[src/rtl/div16_8_seq_if.sv]
// Handshake bundle for the sequential 16/8 divider: operand request on one side,
// quotient/remainder response on the other.
interface div16_8_seq_if #(
    parameter int N_DEND = 16,
    parameter int N_DSOR = 8
);
    logic              in_valid;
    logic              in_ready;
    logic [N_DEND-1:0] dividend;
    logic [N_DSOR-1:0] divisor;
    logic              out_valid;
    logic              out_ready;
    logic [N_DEND-1:0] quotient;
    logic [N_DSOR-1:0] remainder;
    logic              div_by_zero;

    modport master (
        output in_valid, dividend, divisor, out_ready,
        input  in_ready, out_valid, quotient, remainder, div_by_zero
    );

    modport slave (
        input  in_valid, dividend, divisor, out_ready,
        output in_ready, out_valid, quotient, remainder, div_by_zero
    );
endinterface

[src/rtl/div16_8_seq.sv]
// Radix-2 restoring unsigned divider, one quotient bit per clock. Recovers one
// multiplier operand from a product and the other operand.
module div16_8_seq #(
    parameter int N_DEND = 16,
    parameter int N_DSOR = 8
) (
    input  logic         clk,
    input  logic         rst_n,
    div16_8_seq_if.slave bus
);
    localparam int CNT_W = $clog2(N_DEND);

    typedef enum logic [1:0] {IDLE, CALC, DONE} state_e;

    state_e            state_q;
    logic              inReady_q;
    logic              outValid_q;
    logic [N_DEND-1:0] quot_q;
    logic [N_DSOR-1:0] rem_q;
    logic              dbz_q;
    logic [CNT_W-1:0]  cnt_q;
    logic [N_DEND-1:0] dendSh_q;
    logic [N_DSOR-1:0] dsor_q;
    logic [N_DSOR-1:0] partRem_q;

    logic [N_DSOR:0]   shifted;
    logic [N_DSOR:0]   trial;
    logic              qBit;
    logic [N_DSOR-1:0] partRem_d;
    logic [N_DEND-1:0] dendSh_d;

    // The partial remainder is always below the divisor, so the shifted value is
    // under twice the divisor and the top bit of the 9-bit trial is a true sign.
    always_comb begin
        shifted   = {partRem_q, dendSh_q[N_DEND-1]};
        trial     = shifted - {1'b0, dsor_q};
        qBit      = ~trial[N_DSOR];
        partRem_d = qBit ? trial[N_DSOR-1:0] : shifted[N_DSOR-1:0];
        dendSh_d  = {dendSh_q[N_DEND-2:0], qBit};
    end

    always_ff @(posedge clk or negedge rst_n) begin
        if (!rst_n) begin
            state_q    <= IDLE;
            inReady_q  <= 1'b1;
            outValid_q <= 1'b0;
            quot_q     <= '0;
            rem_q      <= '0;
            dbz_q      <= 1'b0;
            cnt_q      <= '0;
            dendSh_q   <= '0;
            dsor_q     <= '0;
            partRem_q  <= '0;
        end else begin
            case (state_q)
                IDLE: begin
                    if (bus.in_valid && inReady_q) begin
                        inReady_q <= 1'b0;
                        if (bus.divisor != '0) begin
                            dendSh_q  <= bus.dividend;
                            dsor_q    <= bus.divisor;
                            partRem_q <= '0;
                            cnt_q     <= CNT_W'(N_DEND - 1);
                            state_q   <= CALC;
                        end else begin
                            quot_q     <= '1;
                            rem_q      <= bus.dividend[N_DSOR-1:0];
                            dbz_q      <= 1'b1;
                            outValid_q <= 1'b1;
                            state_q    <= DONE;
                        end
                    end
                end
                CALC: begin
                    dendSh_q  <= dendSh_d;
                    partRem_q <= partRem_d;
                    if (cnt_q == '0) begin
                        quot_q     <= dendSh_d;
                        rem_q      <= partRem_d;
                        dbz_q      <= 1'b0;
                        outValid_q <= 1'b1;
                        state_q    <= DONE;
                    end else begin
                        cnt_q <= cnt_q - 1'b1;
                    end
                end
                DONE: begin
                    if (bus.out_ready) begin
                        outValid_q <= 1'b0;
                        inReady_q  <= 1'b1;
                        state_q    <= IDLE;
                    end
                end
                default: begin
                    state_q <= IDLE;
                end
            endcase
        end
    end

    assign bus.in_ready    = inReady_q;
    assign bus.out_valid   = outValid_q;
    assign bus.quotient    = quot_q;
    assign bus.remainder   = rem_q;
    assign bus.div_by_zero = dbz_q;
endmodule

[src/flat_wrapper.sv]
// flat-port wrapper written by rule: the top's interface ports become plain ports
module div16_8_seq_flat 
#(
    parameter int N_DEND = 16,
    parameter int N_DSOR = 8
)
  (clk, rst_n, bus_in_valid, bus_dividend, bus_divisor, bus_out_ready, bus_in_ready, bus_out_valid, bus_quotient, bus_remainder, bus_div_by_zero);
  div16_8_seq_if #(.N_DEND(N_DEND), .N_DSOR(N_DSOR)) bus_i ();
  input  logic clk;
  input  logic rst_n;
  input wire logic [$bits(bus_i.in_valid)-1:0] bus_in_valid;
  input wire logic [$bits(bus_i.dividend)-1:0] bus_dividend;
  input wire logic [$bits(bus_i.divisor)-1:0] bus_divisor;
  input wire logic [$bits(bus_i.out_ready)-1:0] bus_out_ready;
  output wire logic [$bits(bus_i.in_ready)-1:0] bus_in_ready;
  output wire logic [$bits(bus_i.out_valid)-1:0] bus_out_valid;
  output wire logic [$bits(bus_i.quotient)-1:0] bus_quotient;
  output wire logic [$bits(bus_i.remainder)-1:0] bus_remainder;
  output wire logic [$bits(bus_i.div_by_zero)-1:0] bus_div_by_zero;
  assign bus_i.in_valid = bus_in_valid;
  assign bus_i.dividend = bus_dividend;
  assign bus_i.divisor = bus_divisor;
  assign bus_i.out_ready = bus_out_ready;
  assign bus_in_ready = bus_i.in_ready;
  assign bus_out_valid = bus_i.out_valid;
  assign bus_quotient = bus_i.quotient;
  assign bus_remainder = bus_i.remainder;
  assign bus_div_by_zero = bus_i.div_by_zero;
  div16_8_seq #(.N_DEND(N_DEND), .N_DSOR(N_DSOR)) u_core (.clk(clk), .rst_n(rst_n), .bus(bus_i));
endmodule
[config.mk]
export PLATFORM = sky130hd
export DESIGN_NAME = div16_8_seq_flat
export DESIGN_NICKNAME = d
export VERILOG_FILES = /design/src/rtl/div16_8_seq_if.sv /design/src/rtl/div16_8_seq.sv /design/src/flat_wrapper.sv
export SDC_FILE = /design/constraint.sdc
export NUM_CORES = 1
export LEC_CHECK = 0
export ABC_CLOCK_PERIOD_IN_PS = 3450
export CELL_PAD_IN_SITES_DETAIL_PLACEMENT = 0
export CELL_PAD_IN_SITES_GLOBAL_PLACEMENT = 1
export CORE_ASPECT_RATIO = 1.2
export CORE_MARGIN = 2
export CORE_UTILIZATION = 41
export CTS_CLUSTER_SIZE = 12
export DETAILED_ROUTE_END_ITERATION = 6
export PLACE_DENSITY = 0.85
export SETUP_SLACK_MARGIN = 0.02
export SLEW_MARGIN = 5
export SYNTH_ARGS = -nofsm -noshare
export SYNTH_HDL_FRONTEND = slang
export SYNTH_SLANG_ARGS = --single-unit
[constraint.sdc]
create_clock -name clk -period 3.45 [get_ports clk]
set_clock_uncertainty 0.2 [all_clocks]
set_input_delay 0.345 -clock clk [delete_from_list [all_inputs] [get_ports clk]]
set_output_delay 0.345 -clock clk [all_outputs]
set_load 0.03 [all_outputs]
==> flow_summary.ini, run 1 <==
[worst_hold_path]
min_path_type = flip-flop to flip-flop

[outcome]
status = complete, no violations

[sta]
holdWs_ns = 0.302
post-route-min-period_ns = 2.84
tns_ns = 0
finalHoldViolations = 0
setup_viol = 0
tightest_slew_ns = 0.911
grt_setup_unrepaired = false
fmax_mhz = 352
slew_viol_final = 0
max_slew_margin_pct = 39.3
fin_crit_sh_pct = 82.3

[yosys]
syn_inst = 320
synth.avg_cell_area_um2 = 9.97
synth_edf_count = 0
synth-seq-cells = 65
syn_nets = 358
synth_seq_area_share_pct = 51.0
synth_warnings = 0
synthFlopType = dfrtp_1
synth_cell_types = 48
netlist_area_mm2 = 0.00319
synthArstFlopShare_pct = 100

[placement]
hpwl_mm = 5.38
placed_area_mm2 = 0.00383
port-buffer-count = 54
gp_congestion = 0.887
placed_cells = 458

[route]
viasPerCell = 5.32
routed_wirelength_mm = 7.32
route.detailed.drc = 0
antenna_left = 0
wl_per_cell_um = 15.4
firstDrtPassIters = 4
vias = 2527
drt_iter0_drc = 131

[grt]
overflow = 0
grt_pass1_wl_mm = 12.6
grt_pass1_vias = 2543
track_usage_pct = 18.8
busiest_layer = met2
grt_start_max_net_pins = 42
antenna_found_initial = 0
gr-usage-met2_pct = 30.3
use_met1_pct = 24.2
grtUsageMet3_pct = 5.98

[worst_setup_path]
r2r_end = u_core.bus.remainder[5]
cp-endpoint = u_core.bus.remainder[5]
crit_path_start_kind = flip-flop
crit_path_end_kind = flip-flop
arrival_ns = 2.89
rr_worst_depth = 10
critPathKind = flip-flop to flip-flop
rr_startpoint = u_core.dendSh_q[15]
worstPathRequired_ns = 3.50
timing.critical_path.fanout_max = 11
crit_start = u_core.dendSh_q[15]
reg2reg_slack_ns = 0.61

[clocking]
cts_post_setup_buffers_inserted = 0
cts_buffers = 9
clock_latency_ns = 0.34
clk_pin_slew_ns = 0.07
cts_max_level = 3
clock_sinks = 65
clk_path_buf_depth = 2
root_buffer = clkbuf_8
cts_tree = done

[pwr]
internal_power_mw = 2.35
total_power_mw = 3.88
comb_power_share_pct = 46.0
power_leakage_nw = 1.77
ir_drop_uv = 423
clockPowerShare_pct = 21.3
seq_power_share_pct = 32.6
switchingPower_mw = 1.53
switching_share_pct = 39.5
power_density_mw_per_mm2 = 947

[cells_and_area]
stdcell_area_mm2 = 0.00410
layout_common_cells = 64 x dfrtp_1, 53 x nand2_1, 53 x clkdlybuf4s50_1
layout-drive-gt1-share_pct = 11.0
fin_cells = 475
nets = 416
final_common_cell = dfrtp_1
area_delta_synth_final_pct = 28.5
num_antenna_cells = 0

[die]
dieArea_mm2 = 0.00851
die_x_um = 84.5
num_rows = 35
die_h_um = 101
ios = 55
initial_core_util_pct = 41.9
core_area_mm2 = 0.00762

[job]
drv_cap = 0
==> logic make-up (layout without fill, tap and decap cells) <==
| kind of cell | count (synthesis) | after routing | share of synthesized area [%] |
|---|---|---|---|
| xor gates and xnor gates | 5 | 5 | 1.37 |
| adders and majority gates | 10 | 10 | 4.16 |
| and+or+nand+nor | 104 | 104 | 15.2 |
| buffers and inverters | 29 | 92 | 3.92 |
| DFF | 65 | 65 | 51.0 |
| AOI/OAI and AO/OA | 90 | 90 | 18.4 |
| muxes | 17 | 17 | 5.92 |
==> critical path, stage by stage, from the launching register on <==
cell and delay [ns]:
dfrtp_1 0.38, inv_1 0.07, ha_1 0.15, inv_1 0.06, fa_1 0.41, a211oi_2 0.35
nor3_2 0.10, mux2_4 0.33, and2_4 0.19, or3_4 0.39, a31oi_2 0.13
==> power by group through the flow <==
stage               clock network, mW  logic, mW  registers [mW]
floorplan                           0       1.21            1.36
global route                    0.883       2.01            1.31
global placement                    0       1.76            1.28
finish                          0.829       1.79            1.27
CTS                             0.848       1.80            1.27
detailed placement                  0       1.79            1.28
==> timing repair <==
item	CTS	global route
hold endpoints to repair	38	0
endpoints found under the setup margin	0	0
hold buffers	1	0
resized for setup	0	0
==> how the worst min path moves through the flow <==
stage	to	slack (ns)	startpoint	depth (start not counted)
4_1_cts	u_core.dendSh_q[15]	0.31	u_core.dendSh_q[15]	2
3_3_place_gp	u_core.dendSh_q[15]	0.28	u_core.dendSh_q[15]	2
5_1_grt	u_core.bus.quotient[4]	0.33	u_core.bus.quotient[4]	1
3_5_place_dp	u_core.dendSh_q[15]	0.29	u_core.dendSh_q[15]	2
2_1_floorplan	u_core.bus.div_by_zero	-0.15	rst_n	0
6_report	u_core.dendSh_q[15]	0.30	u_core.dendSh_q[15]	2
==> metrics by stage <==
stage	util (%)	setup slack, ns
2_1_floorplan	-	0.717
3_5_place_dp	50.2	0.573
5_1_grt	53.8	0.455
6_report	53.8	0.611
3_3_place_gp	50.2	0.674
4_1_cts	53.8	0.615
==> Yosys cell counts (4+ instances only) <==
cell | n | share of area, %
a21o_1 | 7 | 1.6
o21ai_0 | 24 | 3.8
ha_1 | 9 | 3.5
inv_1 | 14 | 1.6
a21oi_1 | 15 | 2.4
dfrtp_1 | 64 | 50
nand2b_1 | 5 | 0.98
mux2i_1 | 11 | 3.4
o22a_1 | 16 | 4.4
buf_2 | 4 | 0.63
nor2_1 | 22 | 2.6
a31oi_1 | 12 | 2.4
nand3_1 | 4 | 0.63
nand2_1 | 53 | 6.2
clkbuf_1 | 8 | 0.94
==> sequential cells by signal (all words and copies together) (netlist names) <==
| register | cells |
|---|---|
| u_core.dsor_q | 8 |
| u_core.bus.in_ready | 1 |
| u_core.bus.div_by_zero | 1 |
| u_core.dendSh_q | 16 |
| u_core.bus.remainder | 8 |
| u_core.bus.quotient | 16 |
| u_core.state_q | 2 |
| u_core.partRem_q | 8 |
| u_core.cnt_q | 4 |
| u_core.bus.out_valid | 1 |
==> area by class of cell <==
type | instances | area [µm²]
Inverter | 14 | 52.6
Clock inverter | 4 | 97.6
Multi-Input combinational cell | 226 | 1450
Clock buffer | 12 | 165
Timing Repair Buffer | 62 | 598
Sequential cell | 65 | 1630
Fill cell | 723 | 3520
Tap cell | 92 | 115
==> routing by layer <==
layer,vias to the layer above,wire [µm]
met5,-,0
met4,0,86
met3,7,383
met2,61,3520
met1,1224,3330
li1,1235,-
Note: power is estimated with default switching activity, not from simulation.
==> run 2, diff against run 1 <==
ABC_CLOCK_PERIOD_IN_PS = 2400   (was 3450)
CORE_UTILIZATION = 37   (was 41)
PLACE_DENSITY = 0.81   (was 0.85)
clock period = 2.4 ns   (was 3.45 ns; I/O delays follow)
==> flow_summary.ini, run 2 (same netlist as run 1, synthesis figures left out) <==
[route]
met3WireLength_um = 331
firstDrtPassIters = 4
route.detailed.drc = 0
met2_wirelength_mm = 3.73
top_layer = met4
viasPerCell = 5.00
drt-met1-wl_mm = 3.39
vias = 2648
wl_per_cell_um = 14.7
antenna_left = 0
routed_wirelength_mm = 7.78
drt_iter0_drc = 132

[pwr]
ir_drop_uv = 527
power_density_mw_per_mm2 = 1330
power_leakage_nw = 1.89
total_power_mw = 5.84

[worst_setup_path]
cp-endpoint = u_core.bus.remainder[5]
worstPathRequired_ns = 2.47
rr_worst_depth = 10
arrival_ns = 2.67
r2r_end = u_core.bus.remainder[5]
rr_startpoint = u_core.dendSh_q[15]
critPathKind = flip-flop to flip-flop
reg2reg_slack_ns = -0.20
crit_path_end_kind = flip-flop
timing.critical_path.fanout_max = 5
crit_start = u_core.dendSh_q[15]
crit_path_start_kind = flip-flop

[die]
die_h_um = 106
core_area_mm2 = 0.00847
dieArea_mm2 = 0.00939
die_x_um = 88.8
ios = 55
initial_core_util_pct = 37.7
num_rows = 37

[placement]
port-buffer-count = 54
place_ws_ns = -0.256
gp_congestion = 0.781
hpwl_mm = 5.75

[sta]
layout_setup_ws_ns = -0.201
finalHoldViolations = 0
max_slew_margin_pct = 57.2
tns_ns = -1.72
post-route-min-period_ns = 2.60
setup_viol = 15
tightest_slew_ns = 0.642
slew_viol_final = 0
grt_setup_unrepaired = true
fmax_mhz = 385
fin_crit_sh_pct = 108

[cells_and_area]
seqCellArea_mm2 = 0.00163
layout_common_cells = 64 x dfrtp_1, 53 x clkdlybuf4s50_1, 51 x nand2_1
num_antenna_cells = 0
nFillCells = 780
layout-drive-gt1-share_pct = 20.3
area_delta_synth_final_pct = 37.4
nets = 450
multiInputGateArea_mm2 = 0.00156
final_common_cell = dfrtp_1

[job]
drv_cap = 0

[clocking]
clk_pin_slew_ns = 0.06
clk_path_buf_depth = 2
cts_max_level = 3
cts_tree = done
cts_buffers = 9
clock_latency_ns = 0.34
clock_sinks = 65
root_buffer = clkbuf_8

[grt]
overflow = 0
antenna_found_initial = 0
grt_pass1_vias = 2655
grt_pass1_wl_mm = 12.6
grt_start_max_net_pins = 33
track_usage_pct = 17.8

[worst_hold_path]
min_path_type = input pin to asynchronous set/reset pin

[outcome]
status = finished with violations
violations = setup timing
## run 2: layout make-up
type / instances / share of cell area, %
clock buffer: 10 / 2.91
clock inverter: 2 / 0.228
inverter: 14 / 1.20
multi-input combinational: 227 / 35.5
sequential: 65 / 37.1
tap: 117 / 3.34
timing repair buffer: 95 / 19.7
## run 2: worst min-delay path by stage
stage / start / to / slack, ns / depth (start not counted)
2_1_floorplan: rst_n / u_core.bus.div_by_zero / -0.26 / 0
3_3_place_gp: rst_n / u_core.bus.quotient[13] / -0.05 / 1
3_5_place_dp: rst_n / u_core.bus.quotient[5] / -0.05 / 1
4_1_cts: rst_n / u_core.bus.quotient[5] / 0.12 / 2
5_1_grt: rst_n / u_core.bus.quotient[13] / 0.15 / 2
6_report: rst_n / u_core.bus.quotient[13] / 0.13 / 2
## run 2: critical path, stage by stage, from the launching register on
cell and delay, ns:
dfrtp_1 0.39, inv_2 0.08, ha_4 0.12, inv_2 0.03
fa_2 0.36, a211oi_4 0.27, nor3_2 0.08, mux2_4 0.32
and2_4 0.17, or3_4 0.35, a31oi_4 0.15
## run 2: stage by stage
step                std cells  hold WS (ns)  cell area, µm²  util (%)
floorplan                 320        -0.256            3200         -
global placement          515       -0.0474            4120      48.7
detailed placement        515       -0.0464            4120      48.7
CTS                       530         0.119            4320      50.9
global route              530         0.146            4390      51.8
finish                    530         0.135            4390      51.8
## run 2: repair_timing
item                                    CTS  global route
endpoints found under the setup margin   18            18
endpoints found under the hold margin    64             0
gates resized for setup                   8            13
hold buffers                              1             0
pin swaps                                 9             8
cloned                                    1             0
buffers inserted                          1             1
## run 2: layer usage
layer | global-route usage [%] | vias to the layer above
li1 | - | 1304
met1 | 21.8 | 1275
met2 | 28.2 | 52
met3 | 4.78 | 17
met4 | 9.31 | 0
met5 | 0 | -
## run 2: report_power, final
part / total [mW] / switching (mW) / internal, mW
clock: 0.725 / 0.378 / 0.348
combinational: 3.30 / 1.74 / 1.56
sequential: 1.82 / 0.306 / 1.51
==> patch 1: new RTL, flow settings as in run 2 <==
`N_DEND` is set to 16 in 3 places; all go to 8.
--- a/src/rtl/div16_8_seq_if.sv
+++ b/src/rtl/div16_8_seq_if.sv
@@ -3,3 +3,3 @@
 interface div16_8_seq_if #(
-    parameter int N_DEND = 16,
+    parameter int N_DEND = 8,
     parameter int N_DSOR = 8
--- a/src/rtl/div16_8_seq.sv
+++ b/src/rtl/div16_8_seq.sv
@@ -3,3 +3,3 @@
 module div16_8_seq #(
-    parameter int N_DEND = 16,
+    parameter int N_DEND = 8,
     parameter int N_DSOR = 8
--- a/src/flat_wrapper.sv
+++ b/src/flat_wrapper.sv
@@ -3,3 +3,3 @@
 #(
-    parameter int N_DEND = 16,
+    parameter int N_DEND = 8,
     parameter int N_DSOR = 8
Interface: changed (resized bus_dividend and bus_quotient); port bits go from 55 to 39. No check against the original RTL was run, so the function may have changed too.
==> patch 1 against run 2 <==
The flow still finishes with violations (negative setup slack); power decreased by 16%; sequential power shrank 25%; worst hold slack better by 0.16 ns; synthesized area shrank 21%; sequential cell count down 17; combinational power shrank 13%; design area decreased by 21%; worst setup slack worse by 0.0036 ns; wire length is 21% lower; highest routed layer unchanged.
==> patch 1: results (changes against run 2) <==
{| class="wikitable"
! Metric !! Value
|-
| GR met2 Demand/Resource || 29.62% (+1.4 points)
|-
| Met1 WL || 2.768 mm (-18%)
|-
| Violations in the final reports || negative setup slack
|-
| Initial drt markers || 134 (+1.5%)
|-
| Global-route usage over all layers || 17.15% (-0.63 points)
|-
| CLK BUF || 6 (-4)
|-
| Depth of the most critical reg-to-reg path || 11 (+1)
|-
| Multi-input gates || 196 (-14%)
|-
| Largest family of logic cells by synthesized area || simple AND/OR/NAND/NOR gates
|-
| Synthesized-area fraction occupied by adder cells || 5.745% (+1.6 points)
|-
| Worst Hold Class || input port to flip-flop
|-
| Cells taking the most area after synthesis || sky130_fd_sc_hd__dfrtp_1 47%, sky130_fd_sc_hd__nand2_1 5.5%, sky130_fd_sc_hd__ha_1 5.0%
|-
| GRT met1 Usage || 21.09% (-0.66 points)
|-
| Worst setup slack after layout || -0.2043 ns (-0.003649 ns)
|-
| Worst setup slack after placement || -0.2305 ns (+0.02503 ns)
|-
| Run status || complete, but fails checks
|-
| Fraction of layout instances using a drive strength above 1 || 20.59% (+0.25 points)
|-
| Pin count of the biggest net entering global routing || 49 (+48%)
|-
| Register clock-pin slew on the reported worst setup and hold paths || 0.10 ns (+0.04 ns)
|-
| Latest clock arrival within the worst-skew pair || 0.31 ns (-0.03 ns)
|-
| Leak Pwr || 1.594 nW (-16%)
|-
| Filler Cell Count || 626 (-20%)
|-
| Count of non-CTS buffers in the layout || 72 (-24%)
|-
| Worst IR Drop VDD || 681.7 uV (+29%)
|-
| Sum of met3 wire segment lengths after detailed routing || 160 um (-52%)
|-
| Placer congestion estimate || 0.8310 (+6.4%)
|-
| Port Buffers || 38 (-30%)
|-
| Number of endpoints failing setup at the final stage || 17 (+2)
|}
[patch 1: cell count changes after synthesis, sizes merged, moves of 6 or more]
cell	before	now
nand3	4	10
nand2	53	37
dfrtp	64	47
a31oi	13	7
nor2	22	32
o22a	16	2
[patch 1: report_power, final]
part | switching (mW) | internal, mW | total [mW]
clock network | 0.289 | 0.341 | 0.630
logic | 1.46 | 1.41 | 2.87
registers | 0.219 | 1.16 | 1.37
[patch 1: how the worst max path moves through the flow]
stage                        from                       to  slack, ns  cells after the start
6_report       u_core.dendSh_q[7]  u_core.bus.remainder[5]      -0.20                     11
5_1_grt        u_core.dendSh_q[7]  u_core.bus.remainder[5]      -0.33                     11
4_1_cts        u_core.dendSh_q[7]  u_core.bus.remainder[4]      -0.16                     11
3_5_place_dp   u_core.dendSh_q[7]  u_core.bus.remainder[7]      -0.23                     10
3_3_place_gp   u_core.dendSh_q[7]  u_core.bus.remainder[7]      -0.16                     10
2_1_floorplan  u_core.dendSh_q[7]  u_core.bus.remainder[7]      -0.17                     10
==> patch 2: new RTL, settings of run 2 <==
Without the edit above. The 3 states of `state_e` get a one-hot encoding in 3 bits.
--- a/src/rtl/div16_8_seq.sv
+++ b/src/rtl/div16_8_seq.sv
@@ -12,3 +12,3 @@
 
-    typedef enum logic [1:0] {IDLE, CALC, DONE} state_e;
+    typedef enum logic [2:0] {IDLE = 3'b001, CALC = 3'b010, DONE = 3'b100} state_e;
 
Behaviour: same outputs for any inputs over 10 cycles, from zero or initial values and one cycle with rst_n low; not proved beyond that.
==> patch 2 against run 2 <==
The run still ends with negative setup slack left; synthesized area up 4.1%; wire length up 4.5%; worst setup slack better by 0.12 ns; design area up 3.0%; critical endpoint is now u_core.bus.remainder[2]; sequential share of layout area down 0.49 points; sequential cell count up 1.
Power is not compared: it rests on default switching activity, and its combinational part moved more than twofold at a synthesized area within 25%.
==> patch 2: results (changes against run 2) <==
{| class="wikitable"
! Metric !! Value
|-
| Sequential cell area || 1654 um^2 (+1.6%)
|-
| Worst Hold Slack || 0.2217 ns (+0.08687 ns)
|-
| Wire length after detailed routing || 8.127 mm (+4.5%)
|-
| Synth Area per Inst || 9.414 um^2 (-5.6%)
|-
| Complex-gate fraction of the synthesized area || 18.94% (+0.55 points)
|-
| Synth cell types || 53 (+10%)
|-
| Via count of the first global-routing pass || 2873 (+8.2%)
|-
| Register clock-pin slew on the reported worst setup and hold paths || 0.07 ns
|-
| Initial drt markers || 83 (-37%)
|-
| Synthesized-area fraction occupied by xor and xnor cells || 1.318% (-0.054 points)
|-
| Fraction of layout instances using a drive strength above 1 || 18.00% (-2.3 points)
|-
| Port Buffers || 54 (unchanged)
|-
| Synthesized-area fraction occupied by adder cells || 3.991% (-0.16 points)
|-
| Filler Cell Count || 810 (+3.8%)
|-
| Vias per inst || 5.133 (+2.7%)
|-
| Overall Power || 2.102 mW
|-
| Sequential fraction of the synthesis area || 49.77% (-1.2 points)
|-
| Violations in the final reports || negative setup slack
|-
| Global-route wire length before repair || 13.50 mm (+6.7%)
|-
| Multiplexer share of the synthesized area || 1.393% (-4.5 points)
|-
| Placer congestion estimate || 0.7846 (+0.46%)
|-
| Worst slew margin || 62.91% (+5.7 points)
|-
| Cells taking the most area after synthesis || sky130_fd_sc_hd__dfrtp_1 48%, sky130_fd_sc_hd__nand2_1 7.7%, sky130_fd_sc_hd__a31oi_1 5.5%
|-
| Cell family with most CP delay || compound AO/OA/AOI/OAI gates
|-
| Final std cells w/o fill || 556 (+4.9%)
|-
| Number of endpoints failing setup at the final stage || 8 (-7)
|-
| Instance area after placement || 4126 um^2 (about the same)
|-
| Endpoint of the most critical setup path || u_core.bus.remainder[2]
|-
| Pin count of the biggest net entering global routing || 45 (+36%)
|-
| Most frequent cells after synthesis || 68 x sky130_fd_sc_hd__nand2_1, 64 x sky130_fd_sc_hd__dfrtp_1, 45 x sky130_fd_sc_hd__nor2_1
|-
| Crit path DAT || 2.54 ns (-0.13 ns)
|-
| Synth warn || 0 (unchanged)
|-
| Global-route usage over all layers || 17.29% (-0.50 points)
|-
| Count leader, synth || sky130_fd_sc_hd__nand2_1
|-
| Worst setup slack after placement || -0.1635 ns (+0.09207 ns)
|-
| Run status || complete, but fails checks
|-
| Syn Nets || 391 (+9.2%)
|-
| Worst setup slack after layout || -0.08517 ns (+0.1155 ns)
|-
| Layout net count || 472 (+4.9%)
|-
| Highest net fanout along the worst path || 3 (-2)
|-
| Hpwl dp || 5.897 mm (+2.5%)
|-
| CTS resizes || 9 (+1)
|}
==> patch 2: cell types whose count changed after synthesis, sizes merged, moves of 4 or more <==
cell,before,now
mux2,6,2
nand2,53,70
nand3,4,10
nor3b,0,4
mux2i,11,2
o21ai,27,17
a21o,7,2
a31oi,13,29
o22a,16,8
buf,7,11
nor2,22,47
==> patch 2: layout make-up <==
cell class	instances	share of cell area, %
clock buffers	11	2.909
clock inverters	5	1.219
inverters	13	1.080
multi-input cells	257	36.54
flip-flops and latches	66	36.62
well taps	117	3.241
repair buffers	87	18.39
==> patch 2: worst reg2reg max path, delay by kind of cell, from the launching register on <==
family	cells	cell delay (ns)
fa+ha+maj	2	0.50
flops	1	0.39
mux	1	0.37
compound gates	4	0.74
buf+inv	2	0.10
simple gates	1	0.10
==> patch 2: per-layer routing <==
layer	wire length (um)	track usage, %	vias up	part of all wire (%)
met2	4041	29.48	77	50
met1	3630	21.70	1375	45
met5	0	0	-	0
met4	80	5.714	0	0.98
li1	-	-	1394	-
met3	374	3.922	8	4.6
